File: config.mk
export PLATFORM = sky130hd
export DESIGN_NAME = mem_port_arbiter
export DESIGN_NICKNAME = d
export VERILOG_FILES = /design/src/rtl/mem_port_arbiter_pkg.sv /design/src/rtl/mem_port_arbiter_watchdog.sv /design/src/rtl/mem_port_arbiter.sv
export SDC_FILE = /design/constraint.sdc
export NUM_CORES = 1
export LEC_CHECK = 0
export BUFFER_PORTS_ARGS = -buffer_cell sky130_fd_sc_hd__buf_2
export CAP_MARGIN = 20
export CORE_AREA = 4 4 101 103
export DETAILED_ROUTE_END_ITERATION = 8
export DIE_AREA = 0 0 105 107
export PLACE_DENSITY_LB_ADDON = 0.08
export SETUP_SLACK_MARGIN = 0.02
export SYNTH_ARGS = -nofsm -noshare
export SYNTH_HDL_FRONTEND = slang
export SYNTH_SLANG_ARGS = --single-unit
File: constraint.sdc
create_clock -name clk -period 1.5 [get_ports clk]
set_input_delay 0.225 -clock clk [delete_from_list [all_inputs] [get_ports clk]]
set_output_delay 0.225 -clock clk [all_outputs]
set_load 0.01 [all_outputs]
File: src/rtl/mem_port_arbiter_pkg.sv
// Shared types for the memory-port arbiter family: widths, FSM state codes and grant codes.
// The TLB-refill walker will join as a third requester using the same package.
package mem_port_arbiter_pkg;

    localparam int unsigned ADDR_W   = 32;
    localparam int unsigned DATA_W   = 32;
    localparam int unsigned STREAK_W = 4;
    localparam int unsigned WDOG_W   = 8;
    localparam int unsigned GRANT_W  = 2;

    typedef enum logic [1:0] {
        ST_IDLE  = 2'd0,
        ST_GNT_I = 2'd1,
        ST_GNT_D = 2'd2,
        ST_DONE  = 2'd3
    } arb_state_e;

    localparam logic [GRANT_W-1:0] GRANT_NONE = 2'b00;
    localparam logic [GRANT_W-1:0] GRANT_I    = 2'b01;
    localparam logic [GRANT_W-1:0] GRANT_D    = 2'b10;

    // Owner code visible on the grant port for a given arbiter state.
    function automatic logic [GRANT_W-1:0] grant_of(input arb_state_e st);
        logic [GRANT_W-1:0] g;
        g = GRANT_NONE;
        case (st)
            ST_GNT_I: g = GRANT_I;
            ST_GNT_D: g = GRANT_D;
            default:  g = GRANT_NONE;
        endcase
        return g;
    endfunction

endpackage

File: src/rtl/mem_port_arbiter_watchdog.sv
// Grant watchdog: counts grant cycles without a memory answer, flags expiry and
// keeps a sticky error until reset.
module arb_watchdog
    import mem_port_arbiter_pkg::*;
#(
    parameter int unsigned TIMEOUT = 255
) (
    input  logic clk,
    input  logic clrn,
    input  logic run,
    input  logic hit,
    output logic expire,
    output logic err
);

    logic [WDOG_W-1:0] r_cnt;
    logic              r_err;

    // Expiry fires on the cycle whose miss would bring the count to TIMEOUT; a hit wins.
    assign expire = run && !hit && (r_cnt == WDOG_W'(TIMEOUT - 1));
    assign err    = r_err;

    always_ff @(posedge clk) begin
        if (clrn) begin
            r_cnt <= '0;
            r_err <= 1'b0;
        end else begin
            if (!run || hit) begin
                r_cnt <= '0;
            end else begin
                r_cnt <= r_cnt + WDOG_W'(1);
            end
            if (expire) begin
                r_err <= 1'b1;
            end
        end
    end

endmodule

File: src/rtl/mem_port_arbiter.sv
// Two-requester memory port arbiter: D-cache priority with a bounded streak so
// I-fetch cannot starve, one bubble cycle between transactions, grant watchdog.
module mem_port_arbiter
    import mem_port_arbiter_pkg::*;
#(
    parameter int unsigned MAX_D_STREAK = 4,
    parameter int unsigned TIMEOUT      = 255
) (
    input  logic               clk,
    input  logic               clrn,
    input  logic [ADDR_W-1:0]  i_a,
    input  logic               i_strobe,
    output logic [DATA_W-1:0]  i_dout,
    output logic               i_ready,
    input  logic [ADDR_W-1:0]  d_a,
    input  logic [DATA_W-1:0]  d_din,
    input  logic               d_strobe,
    input  logic               d_rw,
    output logic [DATA_W-1:0]  d_dout,
    output logic               d_ready,
    output logic [ADDR_W-1:0]  m_a,
    output logic [DATA_W-1:0]  m_din,
    output logic               m_strobe,
    output logic               m_rw,
    input  logic [DATA_W-1:0]  m_dout,
    input  logic               m_ready,
    output logic [GRANT_W-1:0] grant,
    output logic               err
);

    arb_state_e          r_state;
    arb_state_e          w_next;
    logic [STREAK_W-1:0] r_streak;
    logic [STREAK_W-1:0] w_streak_next;
    logic                w_run;
    logic                w_expire;
    logic                w_err;
    logic                w_d_wins;

    assign w_run    = (r_state == ST_GNT_I) || (r_state == ST_GNT_D);
    assign w_d_wins = d_strobe && (!i_strobe || (r_streak < STREAK_W'(MAX_D_STREAK)));
    assign i_dout   = m_dout;
    assign d_dout   = m_dout;
    assign err      = w_err;

    arb_watchdog #(
        .TIMEOUT (TIMEOUT)
    ) u_watchdog (
        .clk    (clk),
        .clrn   (clrn),
        .run    (w_run),
        .hit    (m_ready),
        .expire (w_expire),
        .err    (w_err)
    );

    always_ff @(posedge clk) begin
        if (clrn) begin
            r_state  <= ST_IDLE;
            r_streak <= '0;
        end else begin
            r_state  <= w_next;
            r_streak <= w_streak_next;
        end
    end

    // Arbitration, streak bookkeeping and memory-bus steering.
    always_comb begin
        w_next        = r_state;
        w_streak_next = r_streak;
        m_strobe      = 1'b0;
        m_rw          = 1'b0;
        m_a           = '0;
        m_din         = '0;
        i_ready       = 1'b0;
        d_ready       = 1'b0;
        grant         = grant_of(r_state);

        case (r_state)
            ST_IDLE: begin
                if (!i_strobe) begin
                    w_streak_next = '0;
                end
                if (w_d_wins) begin
                    w_next = ST_GNT_D;
                    if (i_strobe && (r_streak != '1)) begin
                        w_streak_next = r_streak + STREAK_W'(1);
                    end
                end else if (i_strobe) begin
                    w_next        = ST_GNT_I;
                    w_streak_next = '0;
                end
            end
            ST_GNT_I: begin
                m_strobe = 1'b1;
                m_a      = i_a;
                if (m_ready) begin
                    i_ready = 1'b1;
                    w_next  = ST_DONE;
                end else if (w_expire) begin
                    w_next = ST_DONE;
                end
            end
            ST_GNT_D: begin
                m_strobe = 1'b1;
                m_a      = d_a;
                m_rw     = d_rw;
                m_din    = d_din;
                if (m_ready) begin
                    d_ready = 1'b1;
                    w_next  = ST_DONE;
                end else if (w_expire) begin
                    w_next = ST_DONE;
                end
            end
            ST_DONE: begin
                w_next = ST_IDLE;
            end
            default: begin
                w_next = ST_IDLE;
            end
        endcase
    end

endmodule

==> results of run 1 <==
## what timing repair did
item | in CTS | in global routing
cloned | 0 | 2
setup buffers | 2 | 3
resized for setup | 31 | 39
pin swaps | 3 | 7
setup endpoints to repair | 71 | 78
## synth_stat cells (all sizes together), types with 2 or more instances
master / count
a21oi: 4
nor2b: 33
a22oi: 32
ha: 8
inv: 4
and3: 2
clkbuf: 14
dfxtp: 15
buf: 65
and2: 36
xor2: 2
nor3: 2
nor2: 12
nand2: 3
xnor2: 3
or3: 2
nand3: 3
o21ai: 3
## report_power, final
group	internal [W]	switching, W	leakage [nW]	total, W
clock	0.000188	0.000139	0.0228	0.000327
sequential	0.000450	0.0000377	0.123	0.000488
combinational	0.00205	0.00174	1.31	0.00379
total	0.00268	0.00192	1.46	0.00460
## cell families after synthesis
family          count (synthesis)  synth area share
fa+ha+maj                       8            0.0525
buf+inv                        83             0.290
compound gates                 44             0.171
mux                             1           0.00591
flops                          15             0.158
xor+xnor                        5            0.0230
simple gates                   96             0.299
## cell usage in the layout (no fill, tap or decap), types with 2 or more instances in the layout
cell,count
xnor2_1,3
buf_6,15
and2_4,6
a22oi_2,17
ha_1,4
clkbuf_8,3
dfxtp_1,13
nor3_1,2
nor2b_1,30
a21oi_1,4
buf_4,11
a22oi_1,15
and2_1,30
dfxtp_4,2
nor2_1,12
nand3_1,2
buf_12,3
buf_8,3
xor2_1,2
ha_4,4
clkbuf_16,2
nand2_1,3
nor2b_4,2
buf_2,162
inv_2,2
## flip-flops by register name (all words and copies together), names as in the netlist
register	cells
u_watchdog.r_cnt	8
r_streak	4
r_state	2
u_watchdog.err	1
## per-layer routing
| layer | wire (um) | part of all wire | track usage | vias to the layer above |
|---|---|---|---|---|
| met1 | 3370 | 0.42 | 0.162 | 924 |
| met2 | 3790 | 0.47 | 0.202 | 119 |
| li1 | - | - | - | 1020 |
| met5 | 0 | 0 | 0 | - |
| met4 | 49 | 0.0061 | 0.0234 | 0 |
| met3 | 781 | 0.098 | 0.0482 | 4 |
## stage by stage
stage | total power (W) | hold WS [ps] | setup TNS (ps) | instances
after floorplan | 0.00233 | 297 | 0 | 252
after global placement | 0.00349 | 450 | -1140 | 474
after detailed placement | 0.00347 | 450 | -1810 | 474
after CTS | 0.00417 | 256 | -9930 | 480
after global routing | 0.00497 | 276 | -14340 | 484
final | 0.00460 | 265 | -8950 | 484
## cell type report
type / instances / area [sq um]
fillers: 1004 / 6240
multi-input cells: 154 / 1230
repair buffers: 196 / 1220
flip-flops and latches: 15 / 308
well taps: 111 / 139
clock buffers: 4 / 45.0
inverters: 4 / 17.5
## worst paths after layout
check                              to  slack (ps)  cells after the start
max reg2reg   r_state[0]$_SDFFE_PP0P_          50                      6
min reg2reg  r_streak[1]$_SDFFE_PP0N_         490                      1
max                           m_a[25]        -220                      6
min           r_state[1]$_SDFFE_PP0P_         270                      2
==> metrics.csv, run 1 <==
stage,metric,value,unit
worst_setup_path,CP Capture Type,output pin,
sta,crit path time final,1720,ps
synth,area of the mapped netlist,0.00191,sq mm
clock_tree,Worst-path clk slew,60,ps
grt,GRT overflow,0,
outcome,status,finished with violations,
die,standard-cell row count,35,
clock_tree,CTS Hold Bufs,0,
synth,Post-Syn Instances,252,
sta,Tightest Pin Transition,253,ps
finish,layout cells sized above 1,0.643,
die,core area,0.00920,sq mm
worst_setup_path,Crit path top cell by count,buf_6,
placed_design,Placed Area,0.00253,sq mm
placed_design,DP Worst Slack,-135,ps
worst_setup_path,"CP delay by family, top",buffers and inverters,
grt,first-pass GRT wire length,11.5,mm
synth,dominant synthesized flop cell,dfxtp_1,
grt,largest net degree at the start of global routing,29,
finish,Final Core Density,0.321,
clock_tree,H-tree Lvls,1,
power_and_ir_drop,Worst VDD drop,0.000627,V
grt,vias in the first global route,2049,
worst_setup_path,r2r startpoint,r_state[1]$_SDFFE_PP0P_,
detailed_routing,drt drc,0,
power_and_ir_drop,power density cells,1560,mW/mm^2
clock_tree,TritonCTS clock tree,done,
sta,final hold vios,0,
worst_setup_path,crit path DAT,1500,ps
worst_setup_path,CP Buf/Inv Count,3,
job,Max-Cap Viols,0,
detailed_routing,DRT antenna net count,0,
worst_setup_path,"Slowest-stage cell, CP",dfxtp_4,
detailed_routing,initial drt markers,77,
finish,final net count,516,
detailed_routing,WL per Instance,16.5,um
synth,syn nets,394,
sta,Worst slew margin,0.831,
grt,total track usage,0.126,
worst_setup_path,Worst Setup SP,r_state[1]$_SDFFE_PP0P_,
synth,"flops & latches, synth",15,
sta,"Period Utilization, post-route",1.15,
sta,Final Max Slew Viols,0,
detailed_routing,DRT Wirelength,8.00,mm
worst_setup_path,CP max FO,7,
synth,Synth area leaders,"buf_4 25%, dfxtp_1 16%, a22oi_1 13%, and2_1 12%, nor2b_1 11%",
finish,ANT cells,0,
clock_tree,CTS root buffer,clkbuf_8,
placed_design,I/O Buffers,172,
worst_setup_path,CP Data Required Time,1270,ps
hold_path,Hold Crit Class,in -> reg,
worst_setup_path,Setup CP Type,reg -> out,
synth,post-synthesis cell type count,33,
worst_setup_path,CP Launch Type,register,
clock_tree,CTS max path bufs,2,
outcome,failing checks,setup timing,
detailed_routing,drt pass-1 iters,4,
synth,Avg Inst Size Synth,7.56,sq um
clock_tree,Clock Latency Late Sink,240,ps
clock_tree,total CTS buffers,3,
synth,share of the synthesized area in the top cell type,0.252,
worst_setup_path,Crit path largest cell delay,350,ps
synth,asr flop ratio synth,0,
placed_design,Final Wtd Congestion,0.781,
clock_tree,CTS sink count,15,
synth,Ys Warns,0,
synth,"Seq/Total Area, Yosys",0.158,
power_and_ir_drop,static leakage,1.46,nW
die,die area,0.0112,sq mm
placed_design,DP HPWL,6.70,mm
die,IO Pins,269,
detailed_routing,vias per inst,4.27,
sta,Worst Slack Setup Final,-220,ps
sta,fmax,581,MHz
sta,Final Setup Violations,67,
die,chip width,105,um
hold_path,hold wc startpoint,clrn,
finish,Area Overhead vs Synth,55.0,%
finish,design area,0.00295,sq mm
die,Initial Util,0.207,
worst_setup_path,"Cell Chain, Critical Path",buf_6 -> ha_4 -> buf_6 -> a22oi_2 -> nor2b_4 -> buf_6,
synth,"area leader, netlist",buf_4,
sta,Fin Clk Skew,2.73,ps
die,die span in y,107,um
synth,number of synthesized flops with an enable pin,0,
grt,antenna violations before repair,0,
sta,RSZ-0062 raised after global routing,yes,
detailed_routing,via count,2067,
Power figures use the tool's default switching activity.
==> run 2: changes to the inputs <==
CTS_BUF_LIST = sky130_fd_sc_hd__clkbuf_8   (was default)
==> run 2 against run 1 <==
Net effect:
- the run still ends with setup timing left
- register-to-register slack about the same
- largest power group unchanged
- final cell count unchanged
- final area unchanged
- hold slack about the same
- flip-flop and latch count unchanged
- utilization unchanged
- critical endpoint unchanged
- highest routed layer unchanged
- power down 0.14%
==> metrics.csv, run 2 (synthesis gave the netlist of run 1 again) <==
stage,metric,value,unit,change
worst_setup_path,CP Buf/Inv Count,3,,unchanged
sta,fmax,581,MHz,about the same
worst_setup_path,"Slowest-stage cell, CP",dfxtp_4,,
placed_design,Final Wtd Congestion,0.781,,unchanged
sta,"Period Utilization, post-route",1.15,,about the same
worst_setup_path,Worst Setup SP,r_state[1]$_SDFFE_PP0P_,,
detailed_routing,via count,2069,,+0.097%
power_and_ir_drop,power density cells,1560,mW/mm^2,-0.14%
grt,largest net degree at the start of global routing,29,,unchanged
grt,total track usage,0.126,,unchanged
detailed_routing,DRT antenna net count,0,,unchanged
grt,first-pass GRT wire length,11.5,mm,unchanged
clock_tree,total CTS buffers,3,,unchanged
die,die area,0.0112,sq mm,unchanged
power_and_ir_drop,Reg power frac,0.106,,about the same
power_and_ir_drop,Worst VDD drop,0.000627,V,about the same
placed_design,Placed Area,0.00253,sq mm,unchanged
detailed_routing,drt pass-1 iters,4,,unchanged
worst_setup_path,"CP delay by family, top",buffers and inverters,,
finish,max reg flops,8,,unchanged
detailed_routing,DRT Wirelength,8.00,mm,about the same
worst_setup_path,crit path DAT,1500,ps,about the same
finish,design area,0.00295,sq mm,unchanged
die,chip width,105,um,unchanged
finish,ANT cells,0,,unchanged
worst_setup_path,CP Data Required Time,1270,ps,about the same
worst_setup_path,CP Capture Type,output pin,,
sta,Tightest Pin Transition,253,ps,unchanged
worst_setup_path,R2R Path End,r_state[0]$_SDFFE_PP0P_,,
sta,Worst Slack Setup Final,-221,ps,-0.429 ps
sta,Final Setup Violations,67,,unchanged
hold_path,worst hold path depth,2,,unchanged
worst_setup_path,"Cell Chain, Critical Path",buf_6 -> ha_4 -> buf_6 -> a22oi_2 -> nor2b_4 -> buf_6,,
grt,antenna violations before repair,0,,unchanged
sta,Final Max Slew Viols,0,,unchanged
placed_design,DP Worst Slack,-135,ps,unchanged
clock_tree,CTS root buffer,clkbuf_8,,
worst_setup_path,CP Launch Type,register,,
detailed_routing,drt drc,0,,unchanged
worst_setup_path,Reg2Reg Depth,6,,unchanged
detailed_routing,WL per Instance,16.5,um,about the same
finish,fill count,1004,,unchanged
die,IO Pins,269,,unchanged
sta,Fin Clk Skew,2.90,ps,+0.173 ps
die,Initial Util,0.207,,unchanged
die,die span in y,107,um,unchanged
sta,final hold vios,0,,unchanged
worst_setup_path,critical path depth,6,,unchanged
finish,layout cells sized above 1,0.643,,unchanged
outcome,failing checks,setup timing,,
power_and_ir_drop,Gate power share,0.824,,about the same
detailed_routing,vias per inst,4.27,,about the same
worst_setup_path,Crit path largest cell delay,350,ps,about the same
die,core area,0.00920,sq mm,unchanged
finish,Biggest register,u_watchdog.r_cnt,,
worst_setup_path,crit path capture,m_a[25],,
power_and_ir_drop,Clk pwr share,0.070,,about the same
clock_tree,CTS sink count,15,,unchanged
power_and_ir_drop,NetSw,0.00192,W,about the same
sta,Worst slew margin,0.831,,unchanged
clock_tree,CTS max path bufs,2,,unchanged
grt,vias in the first global route,2049,,unchanged
power_and_ir_drop,cell internal pwr,0.00268,W,-0.26%
outcome,status,finished with violations,,
sta,RSZ-0062 raised after global routing,yes,,
finish,"commonest non-fill, non-tap cell in the layout",buf_2,,
worst_setup_path,Setup CP Type,reg -> out,,
sta,crit path time final,1720,ps,+0.429 ps
placed_design,DP HPWL,6.70,mm,unchanged
finish,Area Overhead vs Synth,55.0,%,unchanged
job,Max-Cap Viols,0,,unchanged
power_and_ir_drop,switching share of total power,0.417,,+0.000699
worst_setup_path,r2r startpoint,r_state[1]$_SDFFE_PP0P_,,
clock_tree,TritonCTS clock tree,done,,
clock_tree,CTS Hold Bufs,0,,unchanged
grt,GRT overflow,0,,unchanged
detailed_routing,initial drt markers,76,,-1.3%
hold_path,Hold Crit Class,in -> reg,,
clock_tree,Worst-path clk slew,60,ps,about the same
clock_tree,Clock Latency Late Sink,240,ps,about the same
worst_setup_path,R2R setup slack,50,ps,about the same
clock_tree,H-tree Lvls,1,,unchanged
finish,biggest regs,"u_watchdog.r_cnt (8), r_streak (4), r_state (2)",,
finish,highest-count cells in the layout ignoring fill and taps,"162 x buf_2, 30 x nor2b_1, 30 x and2_1",,
placed_design,I/O Buffers,172,,unchanged
worst_setup_path,CP max FO,7,,unchanged
finish,final net count,516,,unchanged
die,standard-cell row count,35,,unchanged
worst_setup_path,Crit path top cell by count,buf_6,,
power_and_ir_drop,static leakage,1.46,nW,+0.28%
-- run 2: cell types whose count changed in the layout (fill, tap and decap cells not counted) --
cell | previous run | this run
clkbuf_1 | 1 | 0
inv_1 | 1 | 2
-- run 2: power groups by stage --
stage | clock network [W] | registers [W] | logic [W]
finish | 0.000320 | 0.000488 | 0.00379
global route | 0.000347 | 0.000493 | 0.00412
CTS | 0.000340 | 0.000485 | 0.00334
detailed placement | 0 | 0.000476 | 0.00299
global placement | 0 | 0.000476 | 0.00301
floorplan | 0 | 0.000473 | 0.00186
-- run 2: through the flow --
stage / std cells / hold slack (ps) / setup TNS [ps] / util / power, W
detailed placement: 474 / 450 / -1810 / 0.275 / 0.00347
finish: 484 / 265 / -8980 / 0.321 / 0.00460
global placement: 474 / 450 / -1140 / 0.275 / 0.00349
floorplan: 252 / 297 / 0 / - / 0.00233
CTS: 480 / 256 / -9950 / 0.296 / 0.00416
global route: 484 / 276 / -14370 / 0.321 / 0.00496
-- run 2: cell type report --
cell class	instances	area, sq um	area share
multi-input cells	154	1230	0.415
repair buffers	196	1220	0.412
flip-flops and latches	15	308	0.104
well taps	111	139	0.0470
clock buffers	3	41.3	0.0140
inverters	4	17.5	0.00593
clock inverters	1	3.75	0.00127
-- run 2: timing repair --
| action | 4_1_cts | 5_1_grt |
|---|---|---|
| cloned | 0 | 2 |
| buffers inserted | 2 | 3 |
| resized for setup | 31 | 39 |
| setup endpoints to repair | 71 | 78 |
| pin swaps | 3 | 7 |
-- run 2: worst min-delay path by stage --
| stage | from | to | slack, ps |
|---|---|---|---|
| detailed placement | m_dout[5] | d_dout[5] | 450 |
| finish | clrn | r_state[1]$_SDFFE_PP0P_ | 260 |
| floorplan | clrn | r_state[1]$_SDFFE_PP0P_ | 300 |
| global route | clrn | r_state[1]$_SDFFE_PP0P_ | 280 |
| CTS | clrn | r_state[1]$_SDFFE_PP0P_ | 260 |
| global placement | m_dout[5] | d_dout[5] | 450 |
-- run 2: worst reg2reg max path, cell delays in order, from the launching register on --
cell	delay (ps)
dfxtp_4	350
inv_2	100
ha_4	150
inv_2	30
or3_4	400
a211o_1	270
o41ai_2	50
-- run 2: metal layers --
layer  wire [um]  part of all wire  GRT usage
met5           0                 0          0
met4          49            0.0061     0.0234
met3         775             0.097     0.0482
met2        3790              0.47      0.202
met1        3390              0.42      0.162
==> run 3: changes to the inputs <==
==> constraint.sdc (replaced) <==
create_clock -name clk -period 1.5 [get_ports clk]
set_input_delay 0.075 -clock clk [delete_from_list [all_inputs] [get_ports clk]]
set_output_delay 0.075 -clock clk [all_outputs]
set_load 0.01 [all_outputs]
==> run 3 against run 2 <==
Net effect:
- the run still ends with setup timing left
- maximum frequency increased by 14%
- highest routed layer unchanged
- global-route usage rose by 1.1 points
- via count down 1.5%
- die area did not move
- critical path type unchanged
- flip-flop and latch count unchanged
- power shrank 2.1%
- first-iteration DRC count is 12% higher
- utilization fell by 0.91 points
==> metrics.csv, run 3 (synthesis gave the netlist of run 1 again) <==
stage,metric,value,unit,change
clock_tree,TritonCTS clock tree,done,,
clock_tree,CTS Hold Bufs,0,,unchanged
sta,RSZ-0062 raised after global routing,yes,,
placed_design,DP Worst Slack,17.3,ps,+152 ps
placed_design,Final Wtd Congestion,0.724,,-7.2%
clock_tree,CTS sink count,15,,unchanged
sta,Worst slew margin,0.852,,+0.0211
detailed_routing,WL per Instance,18.0,um,+9.1%
sta,Fin Clk Skew,3.04,ps,+0.139 ps
sta,"Period Utilization, post-route",1.01,,-0.140
detailed_routing,drt drc,0,,unchanged
finish,fill count,1022,,+1.8%
worst_setup_path,Reg2Reg Depth,6,,unchanged
die,Initial Util,0.207,,unchanged
detailed_routing,DRT Wirelength,8.64,mm,+8.0%
detailed_routing,vias per inst,4.25,,-0.47%
worst_setup_path,r2r startpoint,r_state[1]$_SDFFE_PP0P_,,
sta,fmax,662,MHz,+14%
die,chip width,105,um,unchanged
detailed_routing,DRT antenna net count,0,,unchanged
sta,final hold vios,0,,unchanged
power_and_ir_drop,power density cells,1570,mW/mm^2,+0.76%
die,die area,0.0112,sq mm,unchanged
grt,first-pass GRT wire length,12.1,mm,+5.2%
finish,max reg flops,8,,unchanged
die,IO Pins,269,,unchanged
placed_design,I/O Buffers,172,,unchanged
die,standard-cell row count,35,,unchanged
worst_setup_path,Crit path largest cell delay,330,ps,-20 ps
grt,antenna violations before repair,0,,unchanged
finish,layout cells sized above 1,0.636,,-0.00756
hold_path,Hold Crit Class,in -> reg,,
outcome,failing checks,setup timing,,
worst_setup_path,"CP delay by family, top",buffers and inverters,,
finish,biggest regs,"u_watchdog.r_cnt (8), r_streak (4), r_state (2)",,
worst_setup_path,R2R setup slack,30,ps,-20 ps
worst_setup_path,Setup CP Type,reg -> out,,
grt,total track usage,0.137,,+0.0109
grt,largest net degree at the start of global routing,24,,-17%
clock_tree,total CTS buffers,3,,unchanged
job,Max-Cap Viols,0,,unchanged
placed_design,dpl cells,471,,-0.63%
power_and_ir_drop,Worst VDD drop,0.000568,V,-9.5%
finish,fin cells,479,,-1.0%
worst_setup_path,R2R Path End,r_state[0]$_SDFFE_PP0P_,,
sta,Final Max Slew Viols,0,,unchanged
die,die span in y,107,um,unchanged
worst_setup_path,CP Buf/Inv Count,3,,unchanged
worst_setup_path,CP max FO,12,,+5
finish,highest-count cells in the layout ignoring fill and taps,"170 x buf_2, 36 x and2_1, 27 x nor2b_1",,
finish,Biggest register,u_watchdog.r_cnt,,
clock_tree,H-tree Lvls,1,,unchanged
hold_path,hold wc startpoint,clrn,,
worst_setup_path,crit path DAT,1440,ps,-60 ps
worst_setup_path,"Cell Chain, Critical Path",buf_6 -> ha_4 -> buf_12 -> a22oi_2 -> nor2b_4 -> buf_2,,
outcome,status,finished with violations,,
grt,vias in the first global route,2064,,+0.73%
worst_setup_path,"Slowest-stage cell, CP",dfxtp_2,,
power_and_ir_drop,static leakage,1.43,nW,-2.3%
die,core area,0.00920,sq mm,unchanged
detailed_routing,via count,2038,,-1.5%
hold_path,worst hold path depth,2,,unchanged
clock_tree,Clock Latency Late Sink,250,ps,about the same
power_and_ir_drop,power consumption,0.00450,W,-2.1%
detailed_routing,initial drt markers,85,,+12%
placed_design,DP HPWL,7.11,mm,+6.0%
clock_tree,Worst-path clk slew,60,ps,about the same
sta,Worst Slack Setup Final,-10.4,ps,+210 ps
sta,crit path time final,1510,ps,-210 ps
clock_tree,CTS max path bufs,2,,unchanged
sta,Tightest Pin Transition,220,ps,-33.3 ps
grt,GRT overflow,0,,unchanged
worst_setup_path,CP Capture Type,output pin,,
sta,Final Setup Violations,6,,-91%
detailed_routing,drt pass-1 iters,4,,unchanged
clock_tree,CTS root buffer,clkbuf_8,,
finish,ANT cells,0,,unchanged
finish,final net count,511,,-0.97%
worst_setup_path,CP Launch Type,register,,
finish,"commonest non-fill, non-tap cell in the layout",buf_2,,
hold_path,Hold EP,r_state[1]$_SDFFE_PP0P_,,
worst_setup_path,CP Data Required Time,1420,ps,+150 ps
finish,Area Overhead vs Synth,50.6,%,
==> run 3: worst max path at each step <==
stage | from | to | depth (start not counted)
5_1_grt | r_state[0]$_SDFFE_PP0P_ | m_a[29] | 5
6_report | r_state[0]$_SDFFE_PP0P_ | m_a[14] | 6
2_1_floorplan | r_state[0]$_SDFFE_PP0P_ | r_state[0]$_SDFFE_PP0P_ | 6
4_1_cts | r_state[0]$_SDFFE_PP0P_ | m_a[5] | 5
3_3_place_gp | r_state[0]$_SDFFE_PP0P_ | m_a[3] | 5
3_5_place_dp | r_state[1]$_SDFFE_PP0P_ | m_a[3] | 5
==> run 3: area by class of cell <==
type                            count  area, sq um  share of cell area
Sequential cell                    15          303               0.106
Clock inverter                      1         3.75             0.00131
Timing Repair Buffer              191         1140               0.398
Tap cell                          111          139              0.0484
Inverter                            4         15.0             0.00523
Multi-Input combinational cell    154         1230               0.427
Clock buffer                        3         41.3              0.0144
==> run 3: per-stage QoR <==
step / instance area (sq um) / setup TNS [ps] / utilization / hold WS (ps)
final: 2870 / -44.5 / 0.312 / 88.0
after CTS: 2730 / -33.3 / 0.297 / 88.8
after global placement: 2530 / 0 / 0.276 / 150
after global routing: 2870 / -2010 / 0.312 / 103
after detailed placement: 2530 / 0 / 0.276 / 150
after floorplan: 1920 / 0 / - / 147
==> run 3: report_power, final <==
group | switching, W | internal [W]
clock | 0.000141 | 0.000181
sequential | 0.0000225 | 0.000441
combinational | 0.00176 | 0.00195
==> run 3: per-layer routing <==
metal,track usage,routed length (um),vias to the layer above
li1,-,-,1012
met1,0.139,2920,915
met2,0.245,4520,99
met3,0.0783,1110,12
met4,0.0281,82,0
met5,0,0,-
==> run 3: timing repair <==
action / 4_1_cts / 5_1_grt
gates resized for setup: 30 / 16
pin swaps: 2 / 4
cloned: 1 / 2
setup endpoints to repair: 69 / 69
endpoints found under the hold margin: 0 / 0
buffers inserted: 0 / 1
